`config.mk`:
```
export PLATFORM = sky130hd
export DESIGN_NAME = fire_target_scheduler
export DESIGN_NICKNAME = d
export VERILOG_FILES = /design/src/rtl/fire_target_scheduler.sv
export SDC_FILE = /design/constraint.sdc
export NUM_CORES = 1
export LEC_CHECK = 0
export CAP_MARGIN = 20
export CORE_ASPECT_RATIO = 0.8
export CORE_MARGIN = 2
export CORE_UTILIZATION = 55
export CTS_CLUSTER_DIAMETER = 120
export DETAILED_ROUTE_END_ITERATION = 16
export PLACE_DENSITY = 0.84
export SYNTH_ARGS = -nofsm -noshare
export SYNTH_HDL_FRONTEND = slang
export SYNTH_SLANG_ARGS = --single-unit
```
`constraint.sdc`:
```
create_clock -name clk -period 4.6 [get_ports clk]
set_clock_uncertainty 0.05 [all_clocks]
set_input_delay 1.38 -clock clk [delete_from_list [all_inputs] [get_ports clk]]
set_output_delay 1.38 -clock clk [all_outputs]
set_load 0.01 [all_outputs]
```
`src/rtl/fire_target_scheduler.sv`:
```
// Fire-point target scheduler: two oldest-first class queues (priority window / normal) feeding
// a nozzle aimer one target at a time through an issue handshake and a done-or-timeout wait.
module fire_target_scheduler #(
  parameter int unsigned COORD_W = 2,
  parameter int unsigned DEPTH   = 4,
  parameter int unsigned TIMEOUT = 255
) (
  input  logic                   clk,
  input  logic                   reset,
  input  logic [COORD_W-1:0]     prio_start_x,
  input  logic [COORD_W-1:0]     prio_start_y,
  input  logic [COORD_W-1:0]     prio_end_x,
  input  logic [COORD_W-1:0]     prio_end_y,
  input  logic                   det_valid,
  output logic                   det_ready,
  input  logic [COORD_W-1:0]     det_x,
  input  logic [COORD_W-1:0]     det_y,
  output logic                   tgt_valid,
  input  logic                   tgt_ready,
  output logic [COORD_W-1:0]     tgt_x,
  output logic [COORD_W-1:0]     tgt_y,
  output logic                   tgt_prio,
  input  logic                   svc_done,
  output logic                   svc_timeout,
  output logic                   busy,
  output logic [$clog2(DEPTH):0] hi_count,
  output logic [$clog2(DEPTH):0] lo_count
);

  localparam int unsigned PW = 2 * COORD_W;
  localparam int unsigned AW = $clog2(DEPTH);
  localparam int unsigned CW = AW + 1;
  localparam int unsigned TW = $clog2(TIMEOUT + 1);

  localparam logic [1:0] StIdle  = 2'd0;
  localparam logic [1:0] StIssue = 2'd1;
  localparam logic [1:0] StWait  = 2'd2;

  logic [PW-1:0]      hi_q [DEPTH];
  logic [PW-1:0]      hi_d [DEPTH];
  logic [PW-1:0]      lo_q [DEPTH];
  logic [PW-1:0]      lo_d [DEPTH];
  logic [CW-1:0]      hi_cnt_q, hi_cnt_d, lo_cnt_q, lo_cnt_d;
  logic [1:0]         state_q, state_d;
  logic [TW-1:0]      timer_q, timer_d;
  logic [COORD_W-1:0] tgt_x_q, tgt_x_d, tgt_y_q, tgt_y_d;
  logic               tgt_prio_q, tgt_prio_d;
  logic               timeout_q, timeout_d;

  logic [PW-1:0] det_pt;
  logic          in_win, dup, accept;
  logic          push_hi, push_lo, pop_hi, pop_lo;
  logic [AW-1:0] hi_widx, lo_widx;

  assign det_ready = !reset && (hi_cnt_q != CW'(DEPTH)) && (lo_cnt_q != CW'(DEPTH));

  // Duplicate check sees queue contents before any same-cycle pop.
  always_comb begin
    det_pt = {det_x, det_y};
    in_win = (det_x >= prio_start_x) && (det_x <= prio_end_x) &&
             (det_y >= prio_start_y) && (det_y <= prio_end_y);
    dup    = (state_q != StIdle) && ({tgt_x_q, tgt_y_q} == det_pt);
    for (int unsigned i = 0; i < DEPTH; i++) begin
      if ((CW'(i) < hi_cnt_q) && (hi_q[AW'(i)] == det_pt)) dup = 1'b1;
      if ((CW'(i) < lo_cnt_q) && (lo_q[AW'(i)] == det_pt)) dup = 1'b1;
    end
    accept  = det_valid && det_ready;
    push_hi = accept && !dup && in_win;
    push_lo = accept && !dup && !in_win;
    pop_hi  = (state_q == StIdle) && (hi_cnt_q != '0);
    pop_lo  = (state_q == StIdle) && (hi_cnt_q == '0) && (lo_cnt_q != '0);
    hi_widx = AW'(pop_hi ? hi_cnt_q - CW'(1) : hi_cnt_q);
    lo_widx = AW'(pop_lo ? lo_cnt_q - CW'(1) : lo_cnt_q);
  end

  // Entry 0 is always the oldest; a pop shifts, a push lands just past the survivors.
  always_comb begin
    hi_d     = hi_q;
    lo_d     = lo_q;
    hi_cnt_d = hi_cnt_q;
    lo_cnt_d = lo_cnt_q;
    if (pop_hi) begin
      for (int unsigned i = 0; i < DEPTH - 1; i++) hi_d[AW'(i)] = hi_q[AW'(i + 1)];
      hi_cnt_d = hi_cnt_d - CW'(1);
    end
    if (pop_lo) begin
      for (int unsigned i = 0; i < DEPTH - 1; i++) lo_d[AW'(i)] = lo_q[AW'(i + 1)];
      lo_cnt_d = lo_cnt_d - CW'(1);
    end
    if (push_hi) begin
      hi_d[hi_widx] = det_pt;
      hi_cnt_d      = hi_cnt_d + CW'(1);
    end
    if (push_lo) begin
      lo_d[lo_widx] = det_pt;
      lo_cnt_d      = lo_cnt_d + CW'(1);
    end
  end

  always_comb begin
    state_d    = state_q;
    timer_d    = timer_q;
    tgt_x_d    = tgt_x_q;
    tgt_y_d    = tgt_y_q;
    tgt_prio_d = tgt_prio_q;
    timeout_d  = 1'b0;
    case (state_q)
      StIdle: begin
        if (pop_hi) begin
          {tgt_x_d, tgt_y_d} = hi_q[0];
          tgt_prio_d         = 1'b1;
          state_d            = StIssue;
        end else if (pop_lo) begin
          {tgt_x_d, tgt_y_d} = lo_q[0];
          tgt_prio_d         = 1'b0;
          state_d            = StIssue;
        end
      end
      StIssue: begin
        if (tgt_ready) begin
          state_d = StWait;
          timer_d = '0;
        end
      end
      StWait: begin
        timer_d = timer_q + TW'(1);
        if (svc_done) begin
          state_d = StIdle;
        end else if (timer_q == TW'(TIMEOUT - 1)) begin
          timeout_d = 1'b1;
          state_d   = StIdle;
        end
      end
      default: state_d = StIdle;
    endcase
  end

  always_ff @(posedge clk) begin
    if (reset) begin
      hi_cnt_q   <= '0;
      lo_cnt_q   <= '0;
      state_q    <= StIdle;
      timer_q    <= '0;
      tgt_x_q    <= '0;
      tgt_y_q    <= '0;
      tgt_prio_q <= 1'b0;
      timeout_q  <= 1'b0;
    end else begin
      hi_cnt_q   <= hi_cnt_d;
      lo_cnt_q   <= lo_cnt_d;
      state_q    <= state_d;
      timer_q    <= timer_d;
      tgt_x_q    <= tgt_x_d;
      tgt_y_q    <= tgt_y_d;
      tgt_prio_q <= tgt_prio_d;
      timeout_q  <= timeout_d;
    end
  end

  // Entry storage needs no reset: only slots below the count are ever observed.
  always_ff @(posedge clk) begin
    hi_q <= hi_d;
    lo_q <= lo_d;
  end

  assign tgt_valid   = (state_q == StIssue);
  assign busy        = (state_q != StIdle);
  assign tgt_x       = tgt_x_q;
  assign tgt_y       = tgt_y_q;
  assign tgt_prio    = tgt_prio_q;
  assign svc_timeout = timeout_q;
  assign hi_count    = hi_cnt_q;
  assign lo_count    = lo_cnt_q;

endmodule

```
# Yosys cells after proc, flatten, opt, wreduce, memory -nomap -nowiden
# Index checks and enable logic that the tools add are counted.
[word_totals]
input_bits = 17
out_inout_bits = 15
reg_bits = 54
wordCells = 131
[classes]
reduce_logical = 37
addsub = 5
eq_ne = 17
n_bitwise = 3
magnitude_cmp = 16
muxes = 37
[op_table]
columns = ["operator", "n"]
rows = [
  ["$eq A4 B4 Y1", 9],
  ["$bwmux W16", 2],
  ["$mux W16", 2],
  ["$mux W12", 2],
  ["$logic_and A1 B1 Y1", 23],
  ["$mux W2", 9],
  ["$demux W4 S2", 2],
  ["$pmux W8 S2", 1],
  ["$lt A1 B3 Y1 const A", 4],
  ["$lt A2 B3 Y1 const A", 4],
  ["$mux W3", 4],
  ["$ne A3 B3 Y1 const B", 4],
  ["$mux W1", 11],
  ["$add A8 B1 Y8 const B", 1],
  ["$eq A8 B8 Y1 const B", 1],
  ["$mux W4", 2],
  ["$mux W8", 1],
  ["$add A3 B1 Y3 const B", 2],
  ["$ge A3 B3 Y1 const B", 2],
  ["$lt A3 B1 Y1 const B", 2],
  ["$not A2 Y3", 2],
  ["$pmux W2 S3", 1],
  ["$reduce_bool A2 Y1", 3],
  ["$reduce_bool A3 Y1", 2],
  ["other kinds (13)", 19],
]

# Logic depth before layout (Yosys ltp)
# Gate-level depths: netlist of the first run.
[logic_depth]
ltp_word = 14
depth_mapped = 12
mapped_depth_nobuf = 11

# Worst setup path before layout of the first run
# Ideal clock, no wire load.
[synth_timing]
path_type = "input port to flip-flop"
start = "in det_y[0]"
end = "reg hi_q[11] in the netlist's numbering"
setup_slack_ps = 1110
t_required_ps = 4429
path_stages = 9
n_path_buf = 1
arrival_time_ps = 3319
setup_ps = 121
path_cell_list = "buf_2 -> inv_1 -> ha_1 -> nand2b_1 -> a21oi_1 -> nor4_2 -> and2_1 -> nand4_1 -> mux2_2"
[synth_rtl]
columns = ["element", "line", "text"]
rows = [
  ["from (decl)", "17", "input logic [COORD_W-1:0] det_y,"],
  ["to (signal assigned)", "162", "hi_q <= hi_d;"],
  ["to (decl)", "39", "logic [PW-1:0] hi_q [DEPTH];"],
]

# Worst setup path in the final report of the first run
[layout_timing]
start = "in reset"
end = "out det_ready"
[layout_via]
elab_chain_cells = 3
[layout_rtl]
columns = ["element", "line", "text"]
rows = [
  ["from (decl)", "9", "input logic reset,"],
  ["$logic_not A1 Y1", "55", "assign det_ready = !reset && (hi_cnt_q != CW'(DEPTH)) && (lo_cnt_q != CW'(DEPTH));"],
  ["$logic_and A1 B1 Y1 (2 in series)", "55", ""],
  ["to (decl)", "15", "output logic det_ready,"],
]
# Every way passes these cells.

==> metrics.sh, run 1 <==
POSTCTSRESIZEDCELLS=0
FINAL-SETUP-VIOL-COUNT=0
SYNTHDISTINCTLIBCELLS=45
PORTBUFFERS=31
DRV_SLEW=0
ROUTE.DETAILED.DRC=0
TIMING.CRITICAL_PATH.TO_TYPE='output pin'
SYNTH_TOP_CELL_AREA_SHARE=0.266
POST_DP_CELL_AREA_MM2=0.00388
PLACE_INST=463
STATUS='completed'
NUM_VIAS=2678
CLOCK_LATENCY_PS=310
FIN_NETS=430
CLOCK.FMAX_MHz=249
CLOCK_TREE.BUFFER_DEPTH=2
POST_ROUTE_CELLS_DRIVE_ABOVE_1_SHARE=0.133
SYNTHDOMINANTAREACELLTYPE='sky130_fd_sc_hd__dfxtp_1'
WIRELENGTH_UM=7690
SYNTH-EDFF-COUNT=8
POWER.TOTAL_mW=2.55
POSTSYNTH.ASYNCRESETSHARE=0
FIRST_PASS_GRT_WIRE_LENGTH_UM=12600
GRT_MAX_DEGREE=26
NFILLCELLS=488
SETUP_REPAIR_AFTER_GLOBAL_ROUTING_MISSED_ITS_MARGIN='no'
DRTANTENNAVIOLNETS=0
RELSLEWSLACK=0.596
POWER.LEAKAGE_nW=1.70
INSERTEDDIODECOUNT=0
LAYOUT_COMMON_CELLS='sky130_fd_sc_hd__dfxtp_1 (46), sky130_fd_sc_hd__mux2i_1 (32), sky130_fd_sc_hd__clkdlybuf4s50_1 (31)'
WIRE_PER_INST_UM=16.3
GP_CONGESTION=0.889
SYNTH.YOSYS.SEQ_AREA_SHARE=0.336
BOUNDARYPINS=32
M1WIRELENGTH_UM=3870
TIMING.FINAL.CRIT_SHARE=0.875
VIASPERCELL=5.69
POWER.IR.VDD_WORST_V=0.000340
GRT_PASS1_VIAS=2564
FIRST_ITER_VIOLATIONS=209
FINAL-HOLD-VIOLATION-COUNT=0
CRIT_FANOUT=2
MOSTFREQUENTLAYOUTCELL='sky130_fd_sc_hd__dfxtp_1'
CTS_SETUP_BUFFERS=0
WARNINGS_FROM_YOSYS=0
CRITICAL_PATH_REQUIRED_PS=3170
WL_MET2_UM=3310
DRT_PRE_ANTENNA_ITERS=4
FLOORPLAN.DIE.WIDTH_UM=92.7
SYN-NUM-NETS=395
TRITONCTS='done'
HOLDBUFCOUNTCTS=0
NUM_ROWS=25
POST_SYNTH.CELL_AREA_AVG_UM2=9.77
POST_SYNTH_INST_COUNT=354
FIN_CRIT_PS=4020
CAP_VIOL_MAX_COUNT=0
TIMING_WORST_SETUP_PATH_TYPE='in2out'
SYN_TO_FINAL_GROWTH_PCT=15.2
WORST_SLEW_PIN_TRAN_PS=601
FINISH.CELL_COUNT_WITHOUT_FILLERS=471
ANTENNA_FOUND_INITIAL=0
YS_FF_LATCH=54
GLOBAL_ROUTE.OVERFLOW_TOTAL=0
TOTAL_NEG_SETUP_SLACK_PS=0
TOP_LAYER='met4'
CTS_MAX_LEVEL=2
COREAREA_MM2=0.00601
CTS-ROOT-BUF='sky130_fd_sc_hd__clkbuf_8'
STARTPOINT_TYPE='input pin'
DETAILEDPLACEMENTHPWL_UM=5730
YS_DOMINANT_REG_CELL='sky130_fd_sc_hd__dfxtp_1'
POWER_DENSITY_mW_PER_MM2=639
FLOORPLAN.INITIALDENSITY=0.576
CLOCK_SINK_COUNT=54
TYPE_OF_THE_MOST_CRITICAL_HOLD_PATH='reg2reg'
SYNTH.AREA.TOP_CELLS='sky130_fd_sc_hd__dfxtp_1 (27%), sky130_fd_sc_hd__mux2i_1 (9.3%), sky130_fd_sc_hd__ha_1 (8.7%)'
FLOORPLAN.DIE.HEIGHT_UM=74.9
MET3WIRELENGTH_UM=333
POST-ROUTE-CELL-AREA_MM2=0.00398
TIMING.CRITICAL_PATH.ARRIVAL_PS=2590
GR-USAGE-ALL-LAYERS=0.233
DIE_AREA_MM2=0.00694
CLKSLEWWORSTSETUPHOLDPATHS_PS=90
CTS-BUFFERS-INSERTED=5
SYNTH_AREA_MM2=0.00346
-- stage by stage --
stage | hold WS [ps] | worst slack (ps) | util
floorplan | 416 | 1110 | -
detailed placement | 404 | 468 | 0.646
finish | 418 | 577 | 0.663
CTS | 417 | 573 | 0.663
global route | 435 | 531 | 0.663
global placement | 395 | 529 | 0.646
-- cells by family (layout without fill, tap and decap cells) --
kind of cell	Yosys count	count (layout)	share of synthesized area
flip-flops	54	54	0.336
XOR/XNOR	44	44	0.111
AND/OR/NAND/NOR	95	95	0.149
buffers and inverters	36	72	0.0452
multiplexers	58	58	0.177
adder cells (fa/ha/maj)	24	24	0.0868
AO/OA/AOI/OAI	43	43	0.0944
-- critical path, cell delays in order --
cell and delay, ps:
sky130_fd_sc_hd__clkdlybuf4s50_1 440, sky130_fd_sc_hd__a221oi_2 200, sky130_fd_sc_hd__clkdlybuf4s50_1 570
-- per-layer routing --
metal / vias to the layer above / GRT usage
met4: 0 / 0.0931
met2: 63 / 0.363
li1: 1323 / -
met3: 17 / 0.0430
met1: 1275 / 0.323
met5: - / 0.0278
-- synth_stat cells, types with 3 or more instances --
| cell | number |
|---|---|
| sky130_fd_sc_hd__clkbuf_1 | 5 |
| sky130_fd_sc_hd__buf_4 | 4 |
| sky130_fd_sc_hd__nor2b_1 | 7 |
| sky130_fd_sc_hd__nand3_1 | 11 |
| sky130_fd_sc_hd__and2_1 | 3 |
| sky130_fd_sc_hd__inv_1 | 22 |
| sky130_fd_sc_hd__o21ai_0 | 4 |
| sky130_fd_sc_hd__mux2_2 | 26 |
| sky130_fd_sc_hd__xnor2_1 | 27 |
| sky130_fd_sc_hd__and3_1 | 4 |
| sky130_fd_sc_hd__mux2i_1 | 32 |
| sky130_fd_sc_hd__nor3_1 | 7 |
| sky130_fd_sc_hd__edfxtp_1 | 8 |
| sky130_fd_sc_hd__a211oi_1 | 6 |
| sky130_fd_sc_hd__ha_1 | 24 |
| sky130_fd_sc_hd__nor4b_1 | 5 |
| sky130_fd_sc_hd__buf_2 | 5 |
| sky130_fd_sc_hd__nand2_1 | 12 |
| sky130_fd_sc_hd__nand2b_1 | 8 |
| sky130_fd_sc_hd__nor2_1 | 21 |
| sky130_fd_sc_hd__dfxtp_1 | 46 |
| sky130_fd_sc_hd__xor2_1 | 17 |
| sky130_fd_sc_hd__a21oi_1 | 14 |
| sky130_fd_sc_hd__nand4_1 | 11 |
-- where the power goes --
part           total, mW  internal, mW  switching, mW
logic               1.40         0.707          0.697
registers          0.845         0.655          0.190
clock network      0.299         0.141          0.158
total               2.55          1.50           1.04
-- layout make-up --
class,count,area [µm²],share of cell area
clock buffers,7,97.6,0.0245
inverters,22,82.6,0.0207
clock inverters,1,7.51,0.00188
flip-flops and latches,54,1160,0.291
well taps,81,101,0.0254
repair buffers,42,393,0.0986
multi-input cells,264,2140,0.537
-- path summary, 6_finish.rpt --
| kind | start | to | slack [ps] | cells after the start |
|---|---|---|---|---|
| max reg2reg | state_q[1] | flop | 1170 | 6 |
| min reg2reg | tgt_prio | tgt_prio | 420 | 2 |
| max | reset | det_ready | 580 | 3 |
| min | tgt_prio | tgt_prio | 420 | 2 |
(Power assumes the default switching activity.)
==> run 2: changes to the inputs <==
CTS_BUF_LIST = sky130_fd_sc_hd__clkbuf_8 sky130_fd_sc_hd__clkbuf_16   (was default)
==> metrics.sh, run 2 (synthesized netlist as in run 1, its figures left out) <==
STATUS='completed'
NUM_VIAS=2681  # +0.11%
TYPE_OF_THE_MOST_CRITICAL_HOLD_PATH='reg2reg'
CTS_SETUP_BUFFERS=0  # unchanged
SWITCHING_SHARE=0.411  # +0.000473
FINAL-SETUP-VIOL-COUNT=0  # unchanged
RELSLEWSLACK=0.583  # -0.0130
CRIT_CHAIN='clkdlybuf4s50_1 -> a221oi_2 -> clkdlybuf4s50_1'
DP_SLACK_PS=468  # unchanged
POST-ROUTE-UTIL=0.663  # unchanged
MOSTFREQUENTLAYOUTCELL='sky130_fd_sc_hd__dfxtp_1'
WORST_PATH_LARGEST_CELL_DELAY_PS=570  # about the same
FIRST_ITER_VIOLATIONS=209  # unchanged
SEQ_POWER_SHARE=0.332  # about the same
CLOCK_TREE.BUFFER_DEPTH=2  # unchanged
WORSTREG2REGEND='lo_q[11]'
COREAREA_MM2=0.00601  # unchanged
CTS_MAX_LEVEL=2  # unchanged
TOTAL_NEG_SETUP_SLACK_PS=0  # unchanged
FLOORPLAN.INITIALDENSITY=0.576  # unchanged
ROUTE.DETAILED.DRC=0  # unchanged
WORST_HOLD_SLACK_PS=418  # +0.158 ps
BOUNDARYPINS=32  # unchanged
POWER_DENSITY_mW_PER_MM2=639  # about the same
TRITONCTS='done'
TIMING_WORST_SETUP_PATH_TYPE='in2out'
POST-ROUTE-CELL-AREA_MM2=0.00398  # unchanged
PORTBUFFERS=31  # unchanged
TIMING.CRITICAL_PATH.ARRIVAL_PS=2590  # about the same
DIE_AREA_MM2=0.00694  # unchanged
CRITICAL-PATH-SLOWEST-CELL='sky130_fd_sc_hd__clkdlybuf4s50_1'
WORST_PATH_DOMINANT_CELL_FAMILY='buffers and inverters'
POWER_FRAC_COMB=0.551  # about the same
DRT_PRE_ANTENNA_ITERS=4  # unchanged
CRITICAL-PATH-TOP-CELL-BY-COUNT='sky130_fd_sc_hd__clkdlybuf4s50_1'
DRV_SLEW=0  # unchanged
CLOCK_POWER_SHARE=0.117  # about the same
GR-USAGE-ALL-LAYERS=0.233  # unchanged
GRT_MAX_DEGREE=26  # unchanged
FLOORPLAN.DIE.WIDTH_UM=92.7  # unchanged
WORST_R2R_STARTPOINT='state_q[1]'
FIRST_PASS_GRT_WIRE_LENGTH_UM=12600  # unchanged
P_INT_mW=1.50  # -0.14%
TIMING.CRITICAL_PATH.TO_TYPE='output pin'
SLACK_OF_THE_WORST_REG_TO_REG_PATH_PS=1160  # about the same
POST_DP_CELL_AREA_MM2=0.00388  # unchanged
SYN_TO_FINAL_GROWTH_PCT=15.2  # unchanged
CLOCK_LATENCY_PS=310  # about the same
MIN_DELAY_WORST_ENDPOINT='tgt_prio'
CRITICAL_PATH_REQUIRED_PS=3170  # about the same
POWER.IR.VDD_WORST_V=0.000340  # about the same
CLOCK_SINK_COUNT=54  # unchanged
SETUP_REPAIR_AFTER_GLOBAL_ROUTING_MISSED_ITS_MARGIN='no'
CLOCK.FMAX_MHz=249  # about the same
POST_ROUTE_CELLS_DRIVE_ABOVE_1_SHARE=0.133  # unchanged
DETAILEDPLACEMENTHPWL_UM=5730  # unchanged
GLOBAL_ROUTE.OVERFLOW_TOTAL=0  # unchanged
TOTAL_BUFFERS_AND_INVERTERS_TRAVERSED_BY_THE_CRITICAL_PATH=2  # unchanged
GRT_PASS1_VIAS=2564  # unchanged
TIMING.HOLD.WORST.START='tgt_prio'
POSTCTSRESIZEDCELLS=0  # unchanged
WORST_CASE_SETUP_MARGIN_IN_THE_FINAL_LAYOUT_PS=577  # -0.0400 ps
NUM_ROWS=25  # unchanged
CTS-BUFFERS-INSERTED=5  # unchanged
INSERTEDDIODECOUNT=0  # unchanged
CAP_VIOL_MAX_COUNT=0  # unchanged
ANTENNA_FOUND_INITIAL=0  # unchanged
WIRELENGTH_UM=7690  # about the same
TIMING.FINAL.CRIT_SHARE=0.875  # about the same
CRIT_FANOUT=2  # unchanged
WORSTREGTOREGCELLS=7  # +1
GP_CONGESTION=0.889  # unchanged
CTS-ROOT-BUF='sky130_fd_sc_hd__clkbuf_8'
POWER.LEAKAGE_nW=1.71  # +0.24%
FINAL-HOLD-VIOLATION-COUNT=0  # unchanged
FLOORPLAN.DIE.HEIGHT_UM=74.9  # unchanged
NETSWITCHINGPOWER_mW=1.05  # about the same
FIN_NETS=430  # unchanged
CLKSLEWWORSTSETUPHOLDPATHS_PS=100  # about the same
LAYOUT_COMMON_CELLS='sky130_fd_sc_hd__dfxtp_1 (46), sky130_fd_sc_hd__mux2i_1 (32), sky130_fd_sc_hd__clkdlybuf4s50_1 (31)'
WORST_SLEW_PIN_TRAN_PS=621  # +19.3 ps
DRTANTENNAVIOLNETS=0  # unchanged
HOLD_PATH_DEPTH=2  # unchanged
HOLDBUFCOUNTCTS=0  # unchanged
VIASPERCELL=5.69  # +0.11%
STARTPOINT_TYPE='input pin'
FIN_CRIT_PS=4020  # +0.0400 ps
WIRE_PER_INST_UM=16.3  # about the same
==> run 2: cell types whose count changed in the layout (fill, tap and decap cells not counted) <==
cell,change
sky130_fd_sc_hd__clkbuf_1,-1
sky130_fd_sc_hd__inv_1,+1
==> run 2: worst max path at each step <==
stage | from | endpoint | cells past startpoint
after detailed placement | det_x[1] | hi_q[7] | 8
final | reset | det_ready | 3
after CTS | reset | det_ready | 3
after global placement | det_y[0] | lo_q[7] | 10
after floorplan | det_y[0] | hi_q[11] | 9
after global routing | reset | det_ready | 3
==> run 2: worst reg2reg max path: stages (launching register included) <==
cell	delay, ps
sky130_fd_sc_hd__dfxtp_1	460
sky130_fd_sc_hd__nor2_1	470
sky130_fd_sc_hd__nand3_1	570
sky130_fd_sc_hd__xnor2_1	550
sky130_fd_sc_hd__ha_1	220
sky130_fd_sc_hd__nor4b_1	320
sky130_fd_sc_hd__nand3_1	310
sky130_fd_sc_hd__mux2_2	360
==> run 2: power groups by stage <==
stage	clock network, mW	logic (mW)	registers (mW)
6_report	0.297	1.40	0.845
5_1_grt	0.322	1.54	0.870
4_1_cts	0.302	1.39	0.842
3_3_place_gp	0	1.33	0.845
2_1_floorplan	0	1.04	0.808
3_5_place_dp	0	1.37	0.853
==> run 2: metal layers <==
| metal | part of all wire | wire length (µm) | vias up | global-route usage |
|---|---|---|---|---|
| li1 | - | - | 1323 | - |
| met2 | 0.43 | 3310 | 68 | 0.363 |
| met1 | 0.50 | 3860 | 1273 | 0.323 |
| met5 | 0 | 0 | - | 0.0278 |
| met3 | 0.045 | 348 | 17 | 0.0430 |
| met4 | 0.022 | 170 | 0 | 0.0931 |
==> run 2: cell type report <==
class                   instances  area [µm²]
multi-input cells             264        2140
fillers                       488        2020
flip-flops and latches         54        1160
repair buffers                 42         393
well taps                      81         101
clock buffers                   6        93.8
inverters                      22        82.6
clock inverters                 2        11.3
==> run 2: stage by stage <==
step | total power, mW | cells
after floorplan | 1.84 | 354
after global placement | 2.18 | 463
final | 2.55 | 471
after detailed placement | 2.22 | 463
after global routing | 2.73 | 471
after CTS | 2.54 | 471
